===== config.mk =====
export PLATFORM = sky130hd
export DESIGN_NAME = adc_rectifier_v3
export DESIGN_NICKNAME = d
export VERILOG_FILES = /design/src/rtl/adc_rectifier_v3.sv
export SDC_FILE = /design/constraint.sdc
export NUM_CORES = 1
export LEC_CHECK = 0
export CAP_MARGIN = 30
export CORE_AREA = 2 2 132 198
export CTS_BUF_LIST = sky130_fd_sc_hd__clkbuf_2 sky130_fd_sc_hd__clkbuf_4 sky130_fd_sc_hd__clkbuf_8
export CTS_CLUSTER_SIZE = 25
export DETAILED_ROUTE_END_ITERATION = 16
export DIE_AREA = 0 0 134 200
export GPL_TIMING_DRIVEN = 1
export MAX_ROUTING_LAYER = met4
export PLACE_DENSITY = 0.66
export SLEW_MARGIN = 25
export SYNTH_ARGS = -nofsm -noshare
export SYNTH_HDL_FRONTEND = slang
export SYNTH_SLANG_ARGS = --single-unit

===== constraint.sdc =====
create_clock -name adc_clk_i -period 7.2 [get_ports adc_clk_i]
set_clock_uncertainty 0.2 [all_clocks]
set_input_delay 1.44 -clock adc_clk_i [delete_from_list [all_inputs] [get_ports adc_clk_i]]
set_output_delay 1.44 -clock adc_clk_i [all_outputs]
set_load 0.02 [all_outputs]

===== src/rtl/adc_rectifier_v3.sv =====
// Multi-channel pipelined rectifier: per-lane mode select, most-negative-code saturation
// with sticky flags, and a windowed signed peak detector on the rectified stream.
module adc_rectifier_v3 #(
   parameter int DATA_W = 16,
   parameter int N_CH   = 2,
   parameter int HOLD_W = 24
) (
   input  logic                   adc_clk_i,
   input  logic                   adc_rstn_i,
   input  logic [N_CH*DATA_W-1:0] adc_data_i,
   input  logic                   adc_valid_i,
   input  logic [1:0]             mode_i,
   input  logic [HOLD_W-1:0]      hold_len_i,
   input  logic                   sat_clr_i,
   output logic [N_CH*DATA_W-1:0] adc_data_o,
   output logic                   adc_valid_o,
   output logic [N_CH*DATA_W-1:0] peak_o,
   output logic                   peak_valid_o,
   output logic [N_CH-1:0]        sat_o
);

   typedef enum logic [1:0] {
      MODE_PASS = 2'b00,
      MODE_ABS  = 2'b01,
      MODE_HPOS = 2'b10,
      MODE_HNEG = 2'b11
   } mode_t;

   localparam logic [DATA_W-1:0] SMIN = {1'b1, {(DATA_W-1){1'b0}}};
   localparam logic [DATA_W-1:0] SMAX = {1'b0, {(DATA_W-1){1'b1}}};

   // Returns {saturated, y}; only |MIN| can saturate.
   function automatic logic [DATA_W:0] rectify(input logic [DATA_W-1:0] x, input mode_t m);
      logic              neg;
      logic              is_min;
      logic [DATA_W-1:0] mag;
      logic [DATA_W-1:0] y;
      logic              sat;
      neg    = x[DATA_W-1];
      is_min = (x == SMIN);
      mag    = is_min ? SMAX : (neg ? (~x + 1'b1) : x);
      y      = '0;
      sat    = 1'b0;
      case (m)
         MODE_PASS: y = x;
         MODE_ABS: begin
            y   = mag;
            sat = is_min;
         end
         MODE_HPOS: y = neg ? '0 : x;
         MODE_HNEG: begin
            y   = neg ? mag : '0;
            sat = is_min;
         end
         default: y = x;
      endcase
      return {sat, y};
   endfunction

   // Stage 1: sample, qualifier and mode travel together
   logic                   s1_valid_reg;
   logic [N_CH*DATA_W-1:0] s1_data_reg;
   mode_t                  s1_mode_reg;

   always_ff @(posedge adc_clk_i or negedge adc_rstn_i) begin
      if (!adc_rstn_i) begin
         s1_valid_reg <= 1'b0;
         s1_data_reg  <= '0;
         s1_mode_reg  <= MODE_PASS;
      end else begin
         s1_valid_reg <= adc_valid_i;
         if (adc_valid_i) begin
            s1_data_reg <= adc_data_i;
            s1_mode_reg <= mode_t'(mode_i);
         end
      end
   end

   // Stage 2: per-lane rectification
   logic [N_CH*DATA_W-1:0] y_next;
   logic [N_CH-1:0]        sat_hit;

   generate
      for (genvar gi = 0; gi < N_CH; gi++) begin : g_lane
         logic [DATA_W:0] r;
         assign r                            = rectify(s1_data_reg[gi*DATA_W +: DATA_W], s1_mode_reg);
         assign y_next[gi*DATA_W +: DATA_W]  = r[DATA_W-1:0];
         assign sat_hit[gi]                  = r[DATA_W];
      end
   endgenerate

   logic [N_CH*DATA_W-1:0] data_o_reg;
   logic                   valid_o_reg;
   logic [N_CH-1:0]        sat_reg;

   always_ff @(posedge adc_clk_i or negedge adc_rstn_i) begin
      if (!adc_rstn_i) begin
         data_o_reg  <= '0;
         valid_o_reg <= 1'b0;
         sat_reg     <= '0;
      end else begin
         valid_o_reg <= s1_valid_reg;
         if (s1_valid_reg) begin
            data_o_reg <= y_next;
         end
         // set wins over a simultaneous clear
         sat_reg <= (sat_hit & {N_CH{s1_valid_reg}}) | (sat_reg & ~{N_CH{sat_clr_i}});
      end
   end

   assign adc_data_o  = data_o_reg;
   assign adc_valid_o = valid_o_reg;
   assign sat_o       = sat_reg;

   // Peak window, driven by the output stream
   logic [HOLD_W-1:0]      cnt_reg;
   logic [HOLD_W-1:0]      len_reg;
   logic [N_CH*DATA_W-1:0] run_reg;
   logic [N_CH*DATA_W-1:0] peak_reg;
   logic                   peak_valid_reg;

   logic                   win_first;
   logic [HOLD_W-1:0]      cur_len;
   logic                   win_last;
   logic [N_CH*DATA_W-1:0] run_next;

   always_comb begin
      win_first = (cnt_reg == '0);
      cur_len   = len_reg;
      if (win_first) begin
         cur_len = (hold_len_i == '0) ? HOLD_W'(1) : hold_len_i;
      end
      win_last = (cnt_reg == (cur_len - HOLD_W'(1)));
      run_next = '0;
      for (int ch = 0; ch < N_CH; ch++) begin
         if (win_first ||
             ($signed(data_o_reg[ch*DATA_W +: DATA_W]) > $signed(run_reg[ch*DATA_W +: DATA_W]))) begin
            run_next[ch*DATA_W +: DATA_W] = data_o_reg[ch*DATA_W +: DATA_W];
         end else begin
            run_next[ch*DATA_W +: DATA_W] = run_reg[ch*DATA_W +: DATA_W];
         end
      end
   end

   always_ff @(posedge adc_clk_i or negedge adc_rstn_i) begin
      if (!adc_rstn_i) begin
         cnt_reg        <= '0;
         len_reg        <= '0;
         run_reg        <= '0;
         peak_reg       <= '0;
         peak_valid_reg <= 1'b0;
      end else begin
         peak_valid_reg <= 1'b0;
         if (valid_o_reg) begin
            if (win_last) begin
               cnt_reg        <= '0;
               peak_reg       <= run_next;
               peak_valid_reg <= 1'b1;
            end else begin
               cnt_reg <= cnt_reg + HOLD_W'(1);
               len_reg <= cur_len;
               run_reg <= run_next;
            end
         end
      end
   end

   assign peak_o       = peak_reg;
   assign peak_valid_o = peak_valid_reg;

endmodule


==> results of run 1 <==
-- Yosys cell counts, types with 7 or more instances --
master,count
dfrtp_1,183
mux2_2,89
o21ai_0,89
nor2_1,79
inv_1,63
nand2_1,60
clkbuf_1,46
nand3_1,42
ha_1,37
mux2i_1,37
a21oi_1,31
nor3_1,28
xnor2_1,28
xor2_1,26
nor4_1,23
nand4_1,20
nor2b_1,19
a21o_1,16
mux2_1,15
nand2b_1,14
or3_1,13
and3_1,12
o21ai_1,11
a31oi_1,10
o2111ai_1,9
nor4b_1,8
o311ai_0,8
or4_1,8
a21boi_0,7
buf_1,7
o22ai_1,7
-- per-layer routing --
| layer | global-route usage | part of all wire |
|---|---|---|
| met2 | 0.400 | 0.52 |
| met1 | 0.250 | 0.39 |
| met3 | 0.0434 | 0.052 |
| met4 | 0.0942 | 0.032 |
| met5 | - | 0 |
-- through the flow --
step	area, um^2	instances	total power (uW)	hold slack, ns
2_1_floorplan	11100	1153	2150	0.231
6_report	13100	1601	3150	0.298
4_1_cts	13100	1598	3190	0.305
3_3_place_gp	12700	1567	2480	0.273
5_1_grt	13100	1601	3380	0.318
3_5_place_dp	12700	1567	2510	0.279
-- report_power, final --
part | internal [uW] | switching, uW
sequential | 1180 | 168
combinational | 581 | 556
clock | 280 | 386
total | 2040 | 1110
-- path summary, 6_finish.rpt --
| kind | endpoint | cells past startpoint |
|---|---|---|
| max in group asynchronous | s1_data_reg[23] | 3 |
| worst max register to register | run_reg[9] | 18 |
| worst min-delay path | peak_o[28] | 1 |
| worst max-delay path | run_reg[9] | 16 |
| min in group asynchronous | s1_data_reg[11] | 1 |
| worst min register to register | peak_o[28] | 1 |
-- area by class of cell --
type,count,area share
Clock buffer,18,0.0184
Timing Repair Buffer,155,0.116
Tap cell,328,0.0312
Inverter,63,0.0180
Clock inverter,13,0.00942
Sequential cell,183,0.348
Multi-Input combinational cell,841,0.459
-- logic make-up (layout without fill, tap and decap cells) --
| kind of cell | count (synthesis) | in the layout | share of synthesized area |
|---|---|---|---|
| fa+ha+maj | 37 | 37 | 0.0415 |
| simple gates | 364 | 364 | 0.178 |
| xor+xnor | 54 | 54 | 0.0424 |
| buf+inv | 129 | 249 | 0.0484 |
| flops | 183 | 183 | 0.411 |
| compound gates | 244 | 244 | 0.140 |
| mux | 142 | 142 | 0.140 |
-- critical path: stages --
cell,delay [ns]
clkdlybuf4s50_1,0.48
or4_4,0.61
or4_4,0.52
o311ai_0,0.53
o22ai_1,0.29
ha_1,0.35
nand2b_1,0.12
nor4_1,0.06
a2111oi_0,0.41
a211oi_1,0.11
or3_1,0.38
and3_1,0.18
nor3_1,0.24
nand4_2,0.33
nand3b_2,0.50
mux2_2,0.39
-- timing repair --
item | CTS | global route
endpoints found under the setup margin | 0 | 11
buffers inserted | 0 | 2
resized for setup | 0 | 0
==> results_dict.tcl, run 1 <==
set metrics [dict create \
    outcome "complete, no violations" \
    grt_pass1_vias 9266 \
    fin_ws_ns 0.397 \
    ys_seq_area_frac 0.411 \
    drv_cap 0 \
    die_w_um 134 \
    cts-root-buf "clkbuf_8" \
    synth_edf_count 0 \
    drt_iter0_drc 499 \
    rsz0062_at_grt "false" \
    gp_congestion 0.934 \
    yosys-top-cells-area "dfrtp_1, mux2_2, ha_1" \
    wl_per_cell_um 17.9 \
    die-area_um2 26800 \
    synth_top_area_cell "dfrtp_1" \
    synthArstFlopShare 1.00 \
    htree_num_levels 4 \
    ios 130 \
    drive_above_1_share 0.137 \
    dp_slack_ns -0.121 \
    via_count 9252 \
    multi_input_area_um2 6030 \
    arrival_ns 6.97 \
    die_h_um 200 \
    fin_setup_tns_ns 0 \
    grt_usage 0.226 \
    ys_types 77 \
    hold_viol 0 \
    start_util 0.446 \
    io_buffers 129 \
    max-clock-path-buffers 2 \
    syn_nets 1252 \
    syn-cell-area_um2 11100 \
    final_max_slew_viol_count 0 \
    fp-row-count 71 \
    cts_sinks 183 \
    core-area_um2 25000 \
    leakage_uw 0.00572 \
    cp-startpoint "hold_len_i[15]" \
    final_cell_mix "dfrtp_1, clkdlybuf4s50_1, o21ai_0, mux2_2, nor2_1" \
    hold_path.startpoint "peak_o[28]" \
    worstMarginPinSlew_ns 0.874 \
    ant_nets 0 \
    power.density_nw_per_um2 240 \
    end_kind "flip-flop" \
    nets 1360 \
    cts_tree "built" \
    fillers 2295 \
    dr.pass1.iters 5 \
    reg2reg_setup_slack_ns 0.81 \
    cp-start-kind "primary input" \
    place_hpwl_um 21200 \
    peakVddDrop_v 0.000135 \
    routed_wl_um 28600 \
    viasPerCell 5.78 \
    r2r-start "cnt_reg[0]" \
    clk_latency_ns 0.48 \
    path_max_fanout 14 \
    holdCritPathClass "reg -> reg" \
    setup_violations 0 \
    final_common_cell "dfrtp_1" \
    synth_top_area_frac 0.411 \
    cts_inserted_buffers 17 \
    antenna_found_initial 0 \
    fin_crit_ns 6.80 \
    max_freq_ghz 0.147 \
    max-slew-margin-rel 0.417 \
    grt_pass1_wl_um 47100 \
    crit_required_ns 7.36 \
    syn_avg_cell_area_um2 9.67 \
    antennaDiodeCount 0 \
    postSynthRegisterBits 183 \
    fin_util 0.527 \
    drc 0 \
    seq_area_um2 4580 \
    synthToLayoutAreaGrowth_pct 17.9 \
    clkTransAtPathRegs_ns 0.09 \
    yosysWarnings 0 \
    cts_hold_buf 0 \
    period_share 0.945 \
    netlist_instances 1153 \
    synth_ff_type "dfrtp_1" \
    critPathKind "in -> reg" \
    grt_max_degree 111 \
    grt_overflow 0 \
]
(Power assumes the default switching activity.)
==> run 2, diff against run 1 <==
--- a/config.mk
+++ b/config.mk
@@ -14,6 +14,7 @@
 export GPL_TIMING_DRIVEN = 1
 export MAX_ROUTING_LAYER = met4
 export PLACE_DENSITY = 0.66
+export RECOVER_POWER = 100
 export SLEW_MARGIN = 25
 export SYNTH_ARGS = -nofsm -noshare
 export SYNTH_HDL_FRONTEND = slang
==> results_dict.tcl, run 2 (synthesis results as in run 1) <==
set metrics [dict create \
    outcome "finished, violations left" \
    violations "capacitance limit, slew limit" \
    drive_above_1_share 0.133 \
    routed_wl_um 28600 \
    reg2reg_setup_slack_ns 0.77 \
    cts_tree "built" \
    drt_iter0_drc 483 \
    rsz0062_at_grt "false" \
    leakage_uw 0.00586 \
    cts_sinks 183 \
    crit_required_ns 7.35 \
    power.density_nw_per_um2 239 \
    max_freq_ghz 0.146 \
    place_area_um2 12700 \
    worstMarginPinSlew_ns 5.00 \
    grt_pass1_wl_um 47100 \
    place_hpwl_um 21200 \
    critPathKind "in -> reg" \
    grt_pass1_vias 9266 \
    arrival_ns 6.99 \
    antenna_found_initial 0 \
    rr_endpoint "cnt_reg[19]" \
    fin_setup_tns_ns 0 \
    viasPerCell 5.77 \
    fillers 2305 \
    gp_congestion 0.934 \
    dp_slack_ns -0.121 \
    die_w_um 134 \
    io_buffers 129 \
    htree_num_levels 4 \
    core-area_um2 25000 \
    cp-start-kind "primary input" \
    fp-row-count 71 \
    final_cell_area_um2 13100 \
    cts_inserted_buffers 17 \
    synthToLayoutAreaGrowth_pct 17.6 \
    die_h_um 200 \
    grt_overflow 0 \
    hold_viol 0 \
    start_util 0.446 \
    path_max_fanout 18 \
    die-area_um2 26800 \
    ant_nets 0 \
    final_cell_mix "dfrtp_1, o21ai_0, mux2_2" \
    period_share 0.951 \
    nets 1360 \
    wl_per_cell_um 17.9 \
    cts_hold_buf 0 \
    clkTransAtPathRegs_ns 0.09 \
    setup_violations 0 \
    drv_cap 3 \
    peakVddDrop_v 0.000135 \
    r2r_cells 20 \
    post_cts_buffers 0 \
    max-clock-path-buffers 2 \
    fin_crit_ns 6.85 \
    grt_max_degree 111 \
    fin_ws_ns 0.354 \
    r2r-start "cnt_reg[0]" \
    clk_latency_ns 0.48 \
    ios 130 \
    min_path_cells 1 \
    endpoint "cnt_reg[19]" \
    dr.pass1.iters 6 \
    max-slew-margin-rel -2.34 \
    cts_resized 0 \
    grt_usage 0.226 \
    antennaDiodeCount 0 \
    holdCritPathClass "reg -> reg" \
    via_count 9242 \
    end_kind "flip-flop" \
    cts-root-buf "clkbuf_8" \
    drc 0 \
    cp-startpoint "hold_len_i[15]" \
    final_max_slew_viol_count 205 \
    final_common_cell "dfrtp_1" \
]
-- run 2: changes by cell type in the layout (fill, tap and decap cells not counted), moves of 3 or more --
| cell | change |
|---|---|
| buf_4 | -8 |
| clkbuf_1 | +4 |
| clkbuf_2 | +3 |
| clkdlybuf4s50_1 | -69 |
| dlygate4sd3_1 | +69 |
| o21ai_0 | +10 |
| o21ai_1 | -10 |
-- run 2: worst max-delay path: stages --
cell             delay, ns
clkdlybuf4s50_1       0.48
or4_4                 0.61
or4_4                 0.53
o311ai_0              0.53
o22ai_1               0.28
ha_1                  0.34
nand2b_1              0.12
nor4_1                0.06
a2111oi_0             0.41
a211oi_1              0.12
or3_1                 0.38
and3_1                0.18
nor3_1                0.24
nand4_2               0.30
nor2_1                0.32
buf_12                0.19
clkbuf_2              0.34
nor2_1                0.10
-- run 2: report_power, final --
part           switching (uW)  internal (uW)
logic                     552            568
clock network             386            280
registers                 167           1180
-- run 2: worst min path at each step --
stage                       startpoint          end  slack (ns)
after floorplan           s1_valid_reg  adc_valid_o        0.23
after global placement      peak_o[30]   peak_o[30]        0.27
after detailed placement    peak_o[28]   peak_o[28]        0.28
after CTS                   peak_o[28]   peak_o[28]        0.30
after global routing        peak_o[24]   peak_o[24]        0.31
final                       peak_o[28]   peak_o[28]        0.29
-- run 2: cell type report --
class / instances / area, um^2 / area share
Multi-Input combinational cell: 841 / 6020 / 0.459
Sequential cell: 183 / 4580 / 0.349
Timing Repair Buffer: 155 / 1500 / 0.114
Tap cell: 328 / 410 / 0.0313
Clock buffer: 18 / 241 / 0.0184
Inverter: 63 / 236 / 0.0180
Clock inverter: 13 / 124 / 0.00945
-- run 2: stage by stage --
| step | util | power (uW) | instances | hold slack (ns) |
|---|---|---|---|---|
| 4_1_cts | 0.524 | 3190 | 1598 | 0.305 |
| 3_5_place_dp | 0.510 | 2510 | 1567 | 0.279 |
| 6_report | 0.525 | 3130 | 1601 | 0.292 |
| 2_1_floorplan | - | 2150 | 1153 | 0.231 |
| 3_3_place_gp | 0.510 | 2480 | 1567 | 0.273 |
| 5_1_grt | 0.525 | 3360 | 1601 | 0.313 |
-- run 2: routing by layer --
metal  vias to the layer above  track usage  wire, um
met5                         -            -         0
met4                         0       0.0942       935
met3                        58       0.0434      1420
met2                       265        0.400     14900
met1                      4498        0.250     11400
li1                       4421            -         -
==> variant, RTL diff (settings of run 2) <==
Reset style: synchronous (`adc_rstn_i`), changed in 3 clocked blocks.
--- a/src/rtl/adc_rectifier_v3.sv
+++ b/src/rtl/adc_rectifier_v3.sv
@@ -64,3 +64,3 @@
 
-   always_ff @(posedge adc_clk_i or negedge adc_rstn_i) begin
+   always_ff @(posedge adc_clk_i) begin
       if (!adc_rstn_i) begin
@@ -95,3 +95,3 @@
 
-   always_ff @(posedge adc_clk_i or negedge adc_rstn_i) begin
+   always_ff @(posedge adc_clk_i) begin
       if (!adc_rstn_i) begin
@@ -144,3 +144,3 @@
 
-   always_ff @(posedge adc_clk_i or negedge adc_rstn_i) begin
+   always_ff @(posedge adc_clk_i) begin
       if (!adc_rstn_i) begin
Function: differs if adc_rstn_i is asserted again (counterexample within 4 cycles, from zero or initial values and one cycle with adc_rstn_i low); with adc_rstn_i held inactive, the same outputs for 4 cycles.
==> variant against run 2 <==
  * The run still ends with capacitance limit, slew limit left
  * Setup slack improved by 0.16 ns
  * Area after synthesis fell by 1.6%
  * Final area fell by 1.6%
  * Non-clock buffer count is 3 lower
  * Sequential cell count unchanged
  * Wire length up 9.7%
  * Critical path depth shrank 1
Power is not compared: it rests on default switching activity, and its combinational part moved more than twofold at a synthesized area within 25%.
==> variant: results (changes against run 2) <==
Placement
  • Area of placed instances: 0.0125 mm2 (was 0.0127 mm2)
  • Pre-CTS setup slack: 0.324 ns (was -0.121 ns)
  • Placed Cells: 1,723 (was 1,567)

Status
  • Outcome: finished with violations (unchanged)
  • Failing checks: capacitance limit, slew limit (unchanged)

GRT
  • First-pass GRT wire length: 50.7 mm (was 47.1 mm)
  • Met3 global-route usage: 0.0424 (was 0.0434)
  • Routing usage on met1: 0.269 (was 0.250)
  • Vias in the first global route: 9,624 (was 9,266)
  • Global Route met2 Usage: 0.427 (was 0.400)
  • Largest net degree at the start of global routing: 101 (was 111)

Cells and area
  • CLK BUF: 19 (was 18)
  • Non-clock buffers: 152 (was 155)
  • Fraction of area in multi-input gates: 0.518 (was 0.459)
  • Final core utilization: 0.517 (was 0.525)
  • Clock-cell share of area: 0.0329 (was 0.0279)
  • Fillers: 2,425 (was 2,305)

Setup path
  • Worst path slowest cell: dlygate4sd3_1 (was or4_4)
  • CP arrival: 6.89 ns (was 6.99 ns)

Drt
  • WL/cell: 17.9 um (about the same)
  • Detailed-routed wire length on met3: 1.33 mm (was 1.42 mm)

Yosys
  • Post-Synth XOR/XNOR Area: 0.0367 (was 0.0424)
  • Adder-cell area share of the yosys netlist: 0.0422 (was 0.0415)
  • Synthesized area per cell: 8.19 um2 (was 9.67 um2)

STA
  • Pins Over Slew Limit: 148 (was 205)

Flow run
  • # Max-Cap Violations: 2 (was 3)
variant: final timing paths:
| kind | end | cells past startpoint | startpoint | slack (ns) |
|---|---|---|---|---|
| setup / recovery | run_reg[4] | 17 | hold_len_i[4] | 0.51 |
| hold / removal | run_reg[22] | 2 | run_reg[22] | 0.28 |
| setup reg to reg | run_reg[4] | 16 | cnt_reg[5] | 0.99 |
| hold reg to reg | run_reg[22] | 2 | run_reg[22] | 0.28 |
variant: worst max-delay path: cells and delay by family:
family | cells | cell delay, ns
muxes | 1 | 0.22
and+or+nand+nor | 8 | 2.08
AOI/OAI and AO/OA | 5 | 1.70
buffers and inverters | 2 | 1.02
adders and majority gates | 1 | 0.40
variant: power groups by stage:
stage | clock [mW] | combinational, mW | sequential [mW]
2_1_floorplan | 0 | 0.242 | 1.09
3_3_place_gp | 0 | 0.355 | 1.10
3_5_place_dp | 0 | 0.359 | 1.10
4_1_cts | 0.779 | 0.360 | 1.08
5_1_grt | 0.811 | 0.394 | 1.08
6_report | 0.755 | 0.359 | 1.08
